$ cat config.mk
export PLATFORM = sky130hd
export DESIGN_NAME = ov7670_capture_ext_flat
export DESIGN_NICKNAME = d
export VERILOG_FILES = /design/src/rtl/ov7670_capture_ext_if.sv /design/src/rtl/ov7670_capture_ext.sv /design/src/flat_wrapper.sv
export SDC_FILE = /design/constraint.sdc
export NUM_CORES = 1
export LEC_CHECK = 0
export BUFFER_PORTS_ARGS = -buffer_cell sky130_fd_sc_hd__buf_4
export CAP_MARGIN = 40
export CORE_MARGIN = 2
export CORE_UTILIZATION = 26
export DETAILED_ROUTE_END_ITERATION = 10
export REMOVE_ABC_BUFFERS = 1
export SLEW_MARGIN = 20
export SYNTH_ARGS = -nofsm -noshare
export SYNTH_HDL_FRONTEND = slang
export SYNTH_SLANG_ARGS = --single-unit
$ cat constraint.sdc
create_clock -name pclk_12 -period 2.9 [get_ports pclk_12]
set_input_delay 0.435 -clock pclk_12 [delete_from_list [all_inputs] [get_ports pclk_12]]
set_output_delay 0.435 -clock pclk_12 [all_outputs]
set_load 0.02 [all_outputs]
$ cat src/rtl/ov7670_capture_ext_if.sv
// Sensor byte bus plus framebuffer write port of the OV7670 capture engine.
// The slave side is the capture engine; the master side is sensor plus BRAM.
interface ov7670_capture_ext_if #(
  parameter int unsigned ADDR_W = 17,
  parameter int unsigned DOUT_W = 2
);
  logic              vsync;
  logic              href;
  logic [7:0]        d;
  logic [ADDR_W-1:0] addr;
  logic [DOUT_W-1:0] dout;
  logic              we;

  modport master (output vsync, href, d, input addr, dout, we);
  modport slave  (input vsync, href, d, output addr, dout, we);
endinterface

$ cat src/rtl/ov7670_capture_ext.sv
// OV7670 pixel-capture engine: frame-aligned start, 1/2-byte pixels, H/V decimation,
// window clipping, single-shot or continuous capture with frame status.
module ov7670_capture_ext #(
  parameter int unsigned H_ACTIVE = 320,
  parameter int unsigned V_ACTIVE = 240,
  parameter int unsigned H_DECIM  = 1,
  parameter int unsigned V_DECIM  = 1,
  parameter int unsigned BPP      = 1,
  parameter int unsigned DOUT_W   = 2,
  parameter int unsigned ADDR_W   = 17,
  parameter int unsigned FCNT_W   = 8
) (
  input  logic                pclk_12,
  input  logic                reset_n,
  input  logic                start_i,
  input  logic                single_i,
  ov7670_capture_ext_if.slave bus,
  output logic                busy_o,
  output logic                frame_done_o,
  output logic [FCNT_W-1:0]   frame_count_o,
  output logic                overrun_o
);
  localparam int unsigned CW  = $clog2(H_ACTIVE + 1);
  localparam int unsigned RW  = $clog2(V_ACTIVE + 1);
  localparam int unsigned HDW = (H_DECIM > 1) ? $clog2(H_DECIM) : 1;
  localparam int unsigned VDW = (V_DECIM > 1) ? $clog2(V_DECIM) : 1;

  typedef enum logic [1:0] {StIdle, StWaitVsync, StCapture, StDone} state_e;

  state_e            state_q, state_d;
  logic              start_meta_q, start_s_q;
  logic              vsync_q, href_q;
  logic              single_q, single_d;
  logic              phase_q, phase_d;
  logic [7:0]        hi_q, hi_d;
  logic [CW-1:0]     col_q, col_d;
  logic [RW-1:0]     row_q, row_d;
  logic [HDW-1:0]    hdec_q, hdec_d;
  logic [VDW-1:0]    vdec_q, vdec_d;
  logic [ADDR_W-1:0] next_addr_q, next_addr_d, addr_q, addr_d;
  logic [DOUT_W-1:0] dout_q, dout_d;
  logic              we_q, we_d, done_q, done_d, ovr_q, ovr_d;
  logic [FCNT_W-1:0] fcnt_q, fcnt_d;

  logic              href_v, href_fall, vs_fall, vs_rise, pix_done, col_in, row_in;
  logic [15:0]       pix;

  always_comb begin
    // href during vsync is not part of any line
    href_v    = bus.href & ~bus.vsync;
    href_fall = href_q & ~href_v;
    vs_fall   = vsync_q & ~bus.vsync;
    vs_rise   = ~vsync_q & bus.vsync;
    pix_done  = href_v & ((BPP == 1) | phase_q);
    pix       = (BPP == 2) ? {hi_q, bus.d} : {bus.d, 8'h00};
    col_in    = col_q < CW'(H_ACTIVE);
    row_in    = row_q < RW'(V_ACTIVE);

    state_d     = state_q;
    single_d    = single_q;
    phase_d     = phase_q;
    hi_d        = hi_q;
    col_d       = col_q;
    row_d       = row_q;
    hdec_d      = hdec_q;
    vdec_d      = vdec_q;
    next_addr_d = next_addr_q;
    addr_d      = addr_q;
    dout_d      = dout_q;
    we_d        = 1'b0;
    done_d      = 1'b0;
    ovr_d       = ovr_q;
    fcnt_d      = fcnt_q;

    unique case (state_q)
      StIdle: begin
        if (start_s_q) begin
          state_d = StWaitVsync;
          ovr_d   = 1'b0;
        end
      end
      StWaitVsync: begin
        if (!start_s_q) begin
          state_d = StIdle;
        end else if (vs_fall) begin
          state_d     = StCapture;
          single_d    = single_i;
          phase_d     = 1'b0;
          col_d       = '0;
          row_d       = '0;
          hdec_d      = '0;
          vdec_d      = '0;
          next_addr_d = '0;
          addr_d      = '0;
        end
      end
      StCapture: begin
        if (!start_s_q) begin
          state_d = StIdle;
        end else if (vs_rise) begin
          done_d  = 1'b1;
          fcnt_d  = fcnt_q + 1'b1;
          state_d = single_q ? StDone : StWaitVsync;
        end else begin
          if (href_v) begin
            phase_d = (BPP == 2) ? ~phase_q : 1'b0;
            if (!phase_q) hi_d = bus.d;
            if (!row_in) ovr_d = 1'b1;
          end else begin
            phase_d = 1'b0;
          end
          if (pix_done) begin
            if (!col_in) begin
              ovr_d = 1'b1;
            end else begin
              if (row_in && hdec_q == '0 && vdec_q == '0) begin
                we_d        = 1'b1;
                dout_d      = DOUT_W'(pix >> (16 - DOUT_W));
                addr_d      = next_addr_q;
                next_addr_d = next_addr_q + 1'b1;
              end
              // col saturates at H_ACTIVE so late pixels stay clipped
              col_d  = col_q + 1'b1;
              hdec_d = (hdec_q == HDW'(H_DECIM - 1)) ? '0 : hdec_q + 1'b1;
            end
          end
          if (href_fall) begin
            col_d  = '0;
            hdec_d = '0;
            row_d  = row_in ? row_q + 1'b1 : row_q;
            vdec_d = (vdec_q == VDW'(V_DECIM - 1)) ? '0 : vdec_q + 1'b1;
          end
        end
      end
      StDone: begin
        if (!start_s_q) state_d = StIdle;
      end
      default: state_d = StIdle;
    endcase
  end

  always_ff @(posedge pclk_12 or negedge reset_n) begin
    if (!reset_n) begin
      state_q      <= StIdle;
      start_meta_q <= 1'b0;
      start_s_q    <= 1'b0;
      vsync_q      <= 1'b0;
      href_q       <= 1'b0;
      single_q     <= 1'b0;
      phase_q      <= 1'b0;
      hi_q         <= '0;
      col_q        <= '0;
      row_q        <= '0;
      hdec_q       <= '0;
      vdec_q       <= '0;
      next_addr_q  <= '0;
      addr_q       <= '0;
      dout_q       <= '0;
      we_q         <= 1'b0;
      done_q       <= 1'b0;
      ovr_q        <= 1'b0;
      fcnt_q       <= '0;
    end else begin
      state_q      <= state_d;
      start_meta_q <= start_i;
      start_s_q    <= start_meta_q;
      vsync_q      <= bus.vsync;
      href_q       <= href_v;
      single_q     <= single_d;
      phase_q      <= phase_d;
      hi_q         <= hi_d;
      col_q        <= col_d;
      row_q        <= row_d;
      hdec_q       <= hdec_d;
      vdec_q       <= vdec_d;
      next_addr_q  <= next_addr_d;
      addr_q       <= addr_d;
      dout_q       <= dout_d;
      we_q         <= we_d;
      done_q       <= done_d;
      ovr_q        <= ovr_d;
      fcnt_q       <= fcnt_d;
    end
  end

  assign bus.addr      = addr_q;
  assign bus.dout      = dout_q;
  assign bus.we        = we_q;
  assign busy_o        = (state_q == StWaitVsync) || (state_q == StCapture);
  assign frame_done_o  = done_q;
  assign frame_count_o = fcnt_q;
  assign overrun_o     = ovr_q;
endmodule
$ cat src/flat_wrapper.sv
// flat-port wrapper written by rule: the top's interface ports become plain ports
module ov7670_capture_ext_flat 
#(
  parameter int unsigned H_ACTIVE = 320,
  parameter int unsigned V_ACTIVE = 240,
  parameter int unsigned H_DECIM  = 1,
  parameter int unsigned V_DECIM  = 1,
  parameter int unsigned BPP      = 1,
  parameter int unsigned DOUT_W   = 2,
  parameter int unsigned ADDR_W   = 17,
  parameter int unsigned FCNT_W   = 8
)
  (pclk_12, reset_n, start_i, single_i, busy_o, frame_done_o, frame_count_o, overrun_o, bus_vsync, bus_href, bus_d, bus_addr, bus_dout, bus_we);
  ov7670_capture_ext_if #(.ADDR_W(ADDR_W), .DOUT_W(DOUT_W)) bus_i ();
  input  logic pclk_12;
  input  logic reset_n;
  input  logic start_i;
  input  logic single_i;
  output logic busy_o;
  output logic frame_done_o;
  output logic [FCNT_W-1:0] frame_count_o;
  output logic overrun_o;
  input wire logic [$bits(bus_i.vsync)-1:0] bus_vsync;
  input wire logic [$bits(bus_i.href)-1:0] bus_href;
  input wire logic [$bits(bus_i.d)-1:0] bus_d;
  output wire logic [$bits(bus_i.addr)-1:0] bus_addr;
  output wire logic [$bits(bus_i.dout)-1:0] bus_dout;
  output wire logic [$bits(bus_i.we)-1:0] bus_we;
  assign bus_i.vsync = bus_vsync;
  assign bus_i.href = bus_href;
  assign bus_i.d = bus_d;
  assign bus_addr = bus_i.addr;
  assign bus_dout = bus_i.dout;
  assign bus_we = bus_i.we;
  ov7670_capture_ext #(.H_ACTIVE(H_ACTIVE), .V_ACTIVE(V_ACTIVE), .H_DECIM(H_DECIM), .V_DECIM(V_DECIM), .BPP(BPP), .DOUT_W(DOUT_W), .ADDR_W(ADDR_W), .FCNT_W(FCNT_W)) u_core (.pclk_12(pclk_12), .reset_n(reset_n), .start_i(start_i), .single_i(single_i), .bus(bus_i), .busy_o(busy_o), .frame_done_o(frame_done_o), .frame_count_o(frame_count_o), .overrun_o(overrun_o));
endmodule
* Word-level counts from Yosys, hierarchy flattened *
Cells that the tools add are included.
Widths: inputs -> output; s select.

operators by class
  add/subtract/negate cells = 6
  $lt $le $gt $ge = 2
  equal/unequal tests = 18
  muxes and demuxes = 68
  bitwise gates (word level) = 10
  reduce and logical (&&, ||, !) cells = 15

operators with widths
  cell                   count
  $mux 17                12
  $pmux 17 s2            2
  $mux 9                 7
  $mux 8                 6
  $mux 1                 28
  $ne 2x1->1 const B     9
  $pmux 9 s2             1
  $add 17x1->17 const B  1
  $add 8x1->8 const B    2
  $pmux 8 s2             1
  $mux 2                 7
  $reduce_and 7->1       2
  $reduce_and 6->1       2
  $add 9x1->9 const B    1
  $lt 9x9->1 const B     1
  $lt 8x8->1 const B     1
  $pmux 2 s4             1
  $reduce_and 4->1       2
  $reduce_and 8->1       1
  $ne 3x1->1 const B     2
  $ne 3x3->1 const B     2
  $not 1->1              6
  $pmux 1 s2             3
  $reduce_and 3->1       2
  9 further kinds        17

word-level totals
  flip-flop bits (word level) = 73
  input port bits = 14
  output and inout bits = 31
  logic and storage cells = 136

* Depth between registers and ports, before layout *
  depth after elaboration = 9
  depth in mapped cells = 9
  mapped depth without buffers = 7

* Worst setup path before layout *
Ideal clock, no wire load.

  path type = register -> register
  start point = register u_core.state_q[1]
  end point = register u_core.next_addr_q[15]
  library setup time = 0.078 ns
  arrival time = 1.933 ns
  data required time = 2.822 ns
  setup slack = 0.889 ns
  stages on the path, launching flop included = 9
  buffers on the path = 1
  period minus slack after synthesis = 2.011 ns
  path through = dfrtp_1 > inv_1 > ha_1 > buf_6 > a21boi_1 > nor3_4 > nand2_4 > or4_1 > a21oi_1

on the way
  longest elaborated chain between the ends = 3
  elaborated cells between the ends (all ways) = 12
  those cells by class = eq/ne (9); mux (1); reduce/logical (2)

ends and longest elaborated chain
  what                                                 RTL line                   text
  start, declared                                      ov7670_capture_ext.sv:30   state_e state_q, state_d;
  start signal, assigned                               ov7670_capture_ext.sv:144  state_q <= StIdle;
  start signal, assigned                               ov7670_capture_ext.sv:164  state_q <= state_d;
  $eq 2x1->1 / $eq 2x2->1 (equally long branches)      ov7670_capture_ext.sv:75   unique case (state_q)
  $ne 2x1->1 (no source line) (tied with other cells)  n/a
  $reduce_and 8->1 (no source line)                    n/a
  end signal, assigned                                 ov7670_capture_ext.sv:176  next_addr_q <= next_addr_d;
  end, declared                                        ov7670_capture_ext.sv:40   logic [ADDR_W-1:0] next_addr_q, next_addr_d, addr_q, addr_d;

Several ways; a longest one is shown, not always the timed one.
A chain may end at the register's enable or synchronous reset.

* Final worst setup path *
  start point = register u_core.state_q[0]
  end point = register u_core.addr_q[14] (netlist: u_core.bus.addr[14])

on the way
  longest elaborated chain between the ends = 3
  elaborated cells between the ends (all ways) = 12
  those cells by class = eq/ne (9); mux (1); reduce/logical (2)

ends and longest elaborated chain
  what                                                 RTL line                   text
  $eq 2x1->1 / $eq 2x2->1 (equally long branches)      ov7670_capture_ext.sv:75
  $ne 2x1->1 (no source line) (tied with other cells)  n/a
  $reduce_and 8->1 (no source line)                    n/a
  end signal, assigned                                 ov7670_capture_ext.sv:177  addr_q <= addr_d;
  end, declared                                        ov7670_capture_ext.sv:40

Several ways; a longest one is shown, not always the timed one.

==> reports/qor.yml <==
synth_cell_types: 45
drive_gt1_frac: 0.2000
slowest_delay_ns: 0.67
finalMaxSlewViolations: 0
ys_ff_latch: 71
synth_common_cells: "71 x dfrtp_1, 27 x nor2_1, 22 x nand3_1"
setup-tns-final_ns: 0
cp_max_fo: 13
power_switching_uw: 1067
cts.sinks: 71
finalNetCount: 392
vias: 2592
vdd_ir_drop_max_mv: 0.4346
first_global_vias: 2583
wire_per_inst_um: 12.98
clock_power_share: 0.351
synth_top_cell_area_share: 0.5238
syn2layout_area_growth_pct: 24.31
place_area_um2: 3908
yosys_warnings: 0
grt_max_degree: 49
cp-end-kind: "flop"
internal-power_uw: 2102
period_needed_ns: 2.545
cp.arrival_ns: 2.81
maxCapViolations: 0
crit_chain: "inv_1, ha_1, mux2i_1, or3_1, nor2_1, a22o_1"
async_flop_share: 1.000
period_share: 0.8776
synth_area_leaders: "dfrtp_1 52%, a22o_1 3.6%, nand3_1 3.2%"
clockRootBuffer: "clkbuf_16"
core_um2: 12670
die_x_um: 118.2
port_buffers: 38
rsz0062_at_grt: "no"
synth_enable_flop_cells: 0
cts_resized: 0
ant_nets: 0
cts.reportedPaths.clkPinSlew_ns: 0.06
p_leak_uw: 0.001917
postCtsSetupBuffers: 0
first_iter_violations: 184
critPathKind: "flop to flop"
ys.flop_type: "dfrtp_1"
place_ws_ns: 0.3738
yosysMostFrequentCell: "dfrtp_1"
required_ns: 3.17
syn_avg_cell_area_um2: 10.40
hold_viol: 0
fin_area_um2: 4217
power_density_nw_per_um2: 751.6
fp-row-count: 41
comb_power_share: 0.276
relSlewSlack: 0.4196
worst_slew_pin_slew_ns: 0.8674
dr.pass1.iters: 4
vias_per_cell: 4.739
hold_class: "primary input to asynchronous set/reset pin"
place_hpwl_um: 5066
synth_cells: 326
yosysSeqAreaShare: 0.5238
io_pins: 45
globalplace.congestion: 0.7983
hold_buffers: 0
h-tree-depth: 3
worst_slack_ns: 0.3549
fin_skew_ns: 0.005309
fmax_ghz: 0.3929
cts_tree: "built"
setup_viol: 0
antenna_cells: 0
grt_overflow: 0
cts_buffer_depth: 2
wl_um: 7100
pwr-share-seq: 0.373
gr-usage-all-layers: 0.1091
grt_pass1_wl_um: 12500
cts_inserted_buffers: 9
startpoint_type: "flop"
start_util: 0.2677
antenna_found_initial: 0
whs_ns: 0.001465
clk_latency_ns: 0.33
netSwitchingFraction: 0.3368
critPathSlowestCell: "nor2_1"
syn-cell-area_um2: 3392
die-area_um2: 13980
drc: 0
status: "complete, no violations"
synth_largest_area_cell: "dfrtp_1"
dieHeight_um: 118.2
[layout make-up]
cell class,count,area (um2)
fillers,1298,8454
flip-flops and latches,71,1777
multi-input cells,231,1509
repair buffers,46,365.4
clock buffers,10,239.0
well taps,172,215.2
clock inverters,6,70.07
inverters,11,41.29
[placed cells by master, fill, tap and decap left out, types with 2 or more instances in the layout]
cell type,instances
a21oi_1,19
a22o_1,14
and3_1,7
and4_1,5
buf_4,45
clkbuf_16,9
clkinv_4,2
clkinvlp_4,3
dfrtp_1,71
ha_1,8
inv_1,11
mux2_2,4
mux2i_1,6
nand2_1,21
nand2b_1,4
nand3_1,22
nand4_1,10
nor2_1,27
nor2b_1,2
nor3_1,4
nor4_2,3
o21ai_0,16
o21ai_1,3
o31ai_1,4
or3_1,12
or4_1,6
xnor2_1,12
xor2_1,5
[routing by layer]
layer  up-vias  part of all wire  track usage
met5         -                 0            0
met4         0            0.0082      0.03991
met3         8             0.045      0.03571
met2        42              0.49       0.1745
met1      1268              0.46       0.1372
li1       1274                 -            -
[logic make-up (layout without fill, tap and decap cells)]
group,Yosys count,in the layout,synth area share
simple gates,128,128,0.2077
flops,71,71,0.5238
compound gates,68,68,0.1328
buf+inv,24,73,0.03136
xor+xnor,17,17,0.04389
mux,10,10,0.03098
fa+ha+maj,8,8,0.02951
[final timing paths]
path | from | endpoint | slack [ns] | depth (start not counted)
worst max-delay path | u_core.state_q[0] | u_core.bus.addr[14] | 0.35 | 6
worst min-delay path | reset_n | u_core.bus.addr[9] | 0.001 | 1
worst max register to register | u_core.state_q[0] | u_core.bus.addr[14] | 0.35 | 6
worst min register to register | u_core.start_meta_q | u_core.start_s_q | 0.35 | 0
max in group asynchronous | reset_n | u_core.frame_count_o[3] | 2.35 | 2
min in group pclk_12 | start_i | u_core.start_meta_q | 0.21 | 1
[critical path, delay by kind of cell (launching register included)]
| family | cells | cell delay [ns] |
|---|---|---|
| buffers and inverters | 1 | 0.11 |
| muxes | 1 | 0.21 |
| and+or+nand+nor | 2 | 1.03 |
| adders and majority gates | 1 | 0.49 |
| AOI/OAI and AO/OA | 1 | 0.23 |
| DFF | 1 | 0.40 |
[stage by stage]
step / util / cells / total power, uW
2_1_floorplan: - / 313 / 1755
4_1_cts: 0.3328 / 547 / 3216
3_3_place_gp: 0.3062 / 530 / 2058
5_1_grt: 0.3328 / 547 / 3359
3_5_place_dp: 0.3084 / 531 / 2084
6_report: 0.3328 / 547 / 3169
[flip-flops by register name, summed over array words and instances, names as in the netlist, 2 cells and up]
signal	cells
u_core.bus.addr	17
u_core.next_addr_q	17
u_core.bus.dout	2
u_core.row_q	8
u_core.frame_count_o	8
u_core.state_q	2
u_core.col_q	9
[power groups by stage]
stage | Sequential (uW) | Combinational (uW) | Clock, uW
4_1_cts | 1180 | 887 | 1150
3_3_place_gp | 1190 | 866 | 0
5_1_grt | 1200 | 963 | 1200
3_5_place_dp | 1200 | 886 | 0
6_report | 1180 | 875 | 1110
2_1_floorplan | 1230 | 524 | 0
Note: power is estimated with default switching activity, not from simulation.
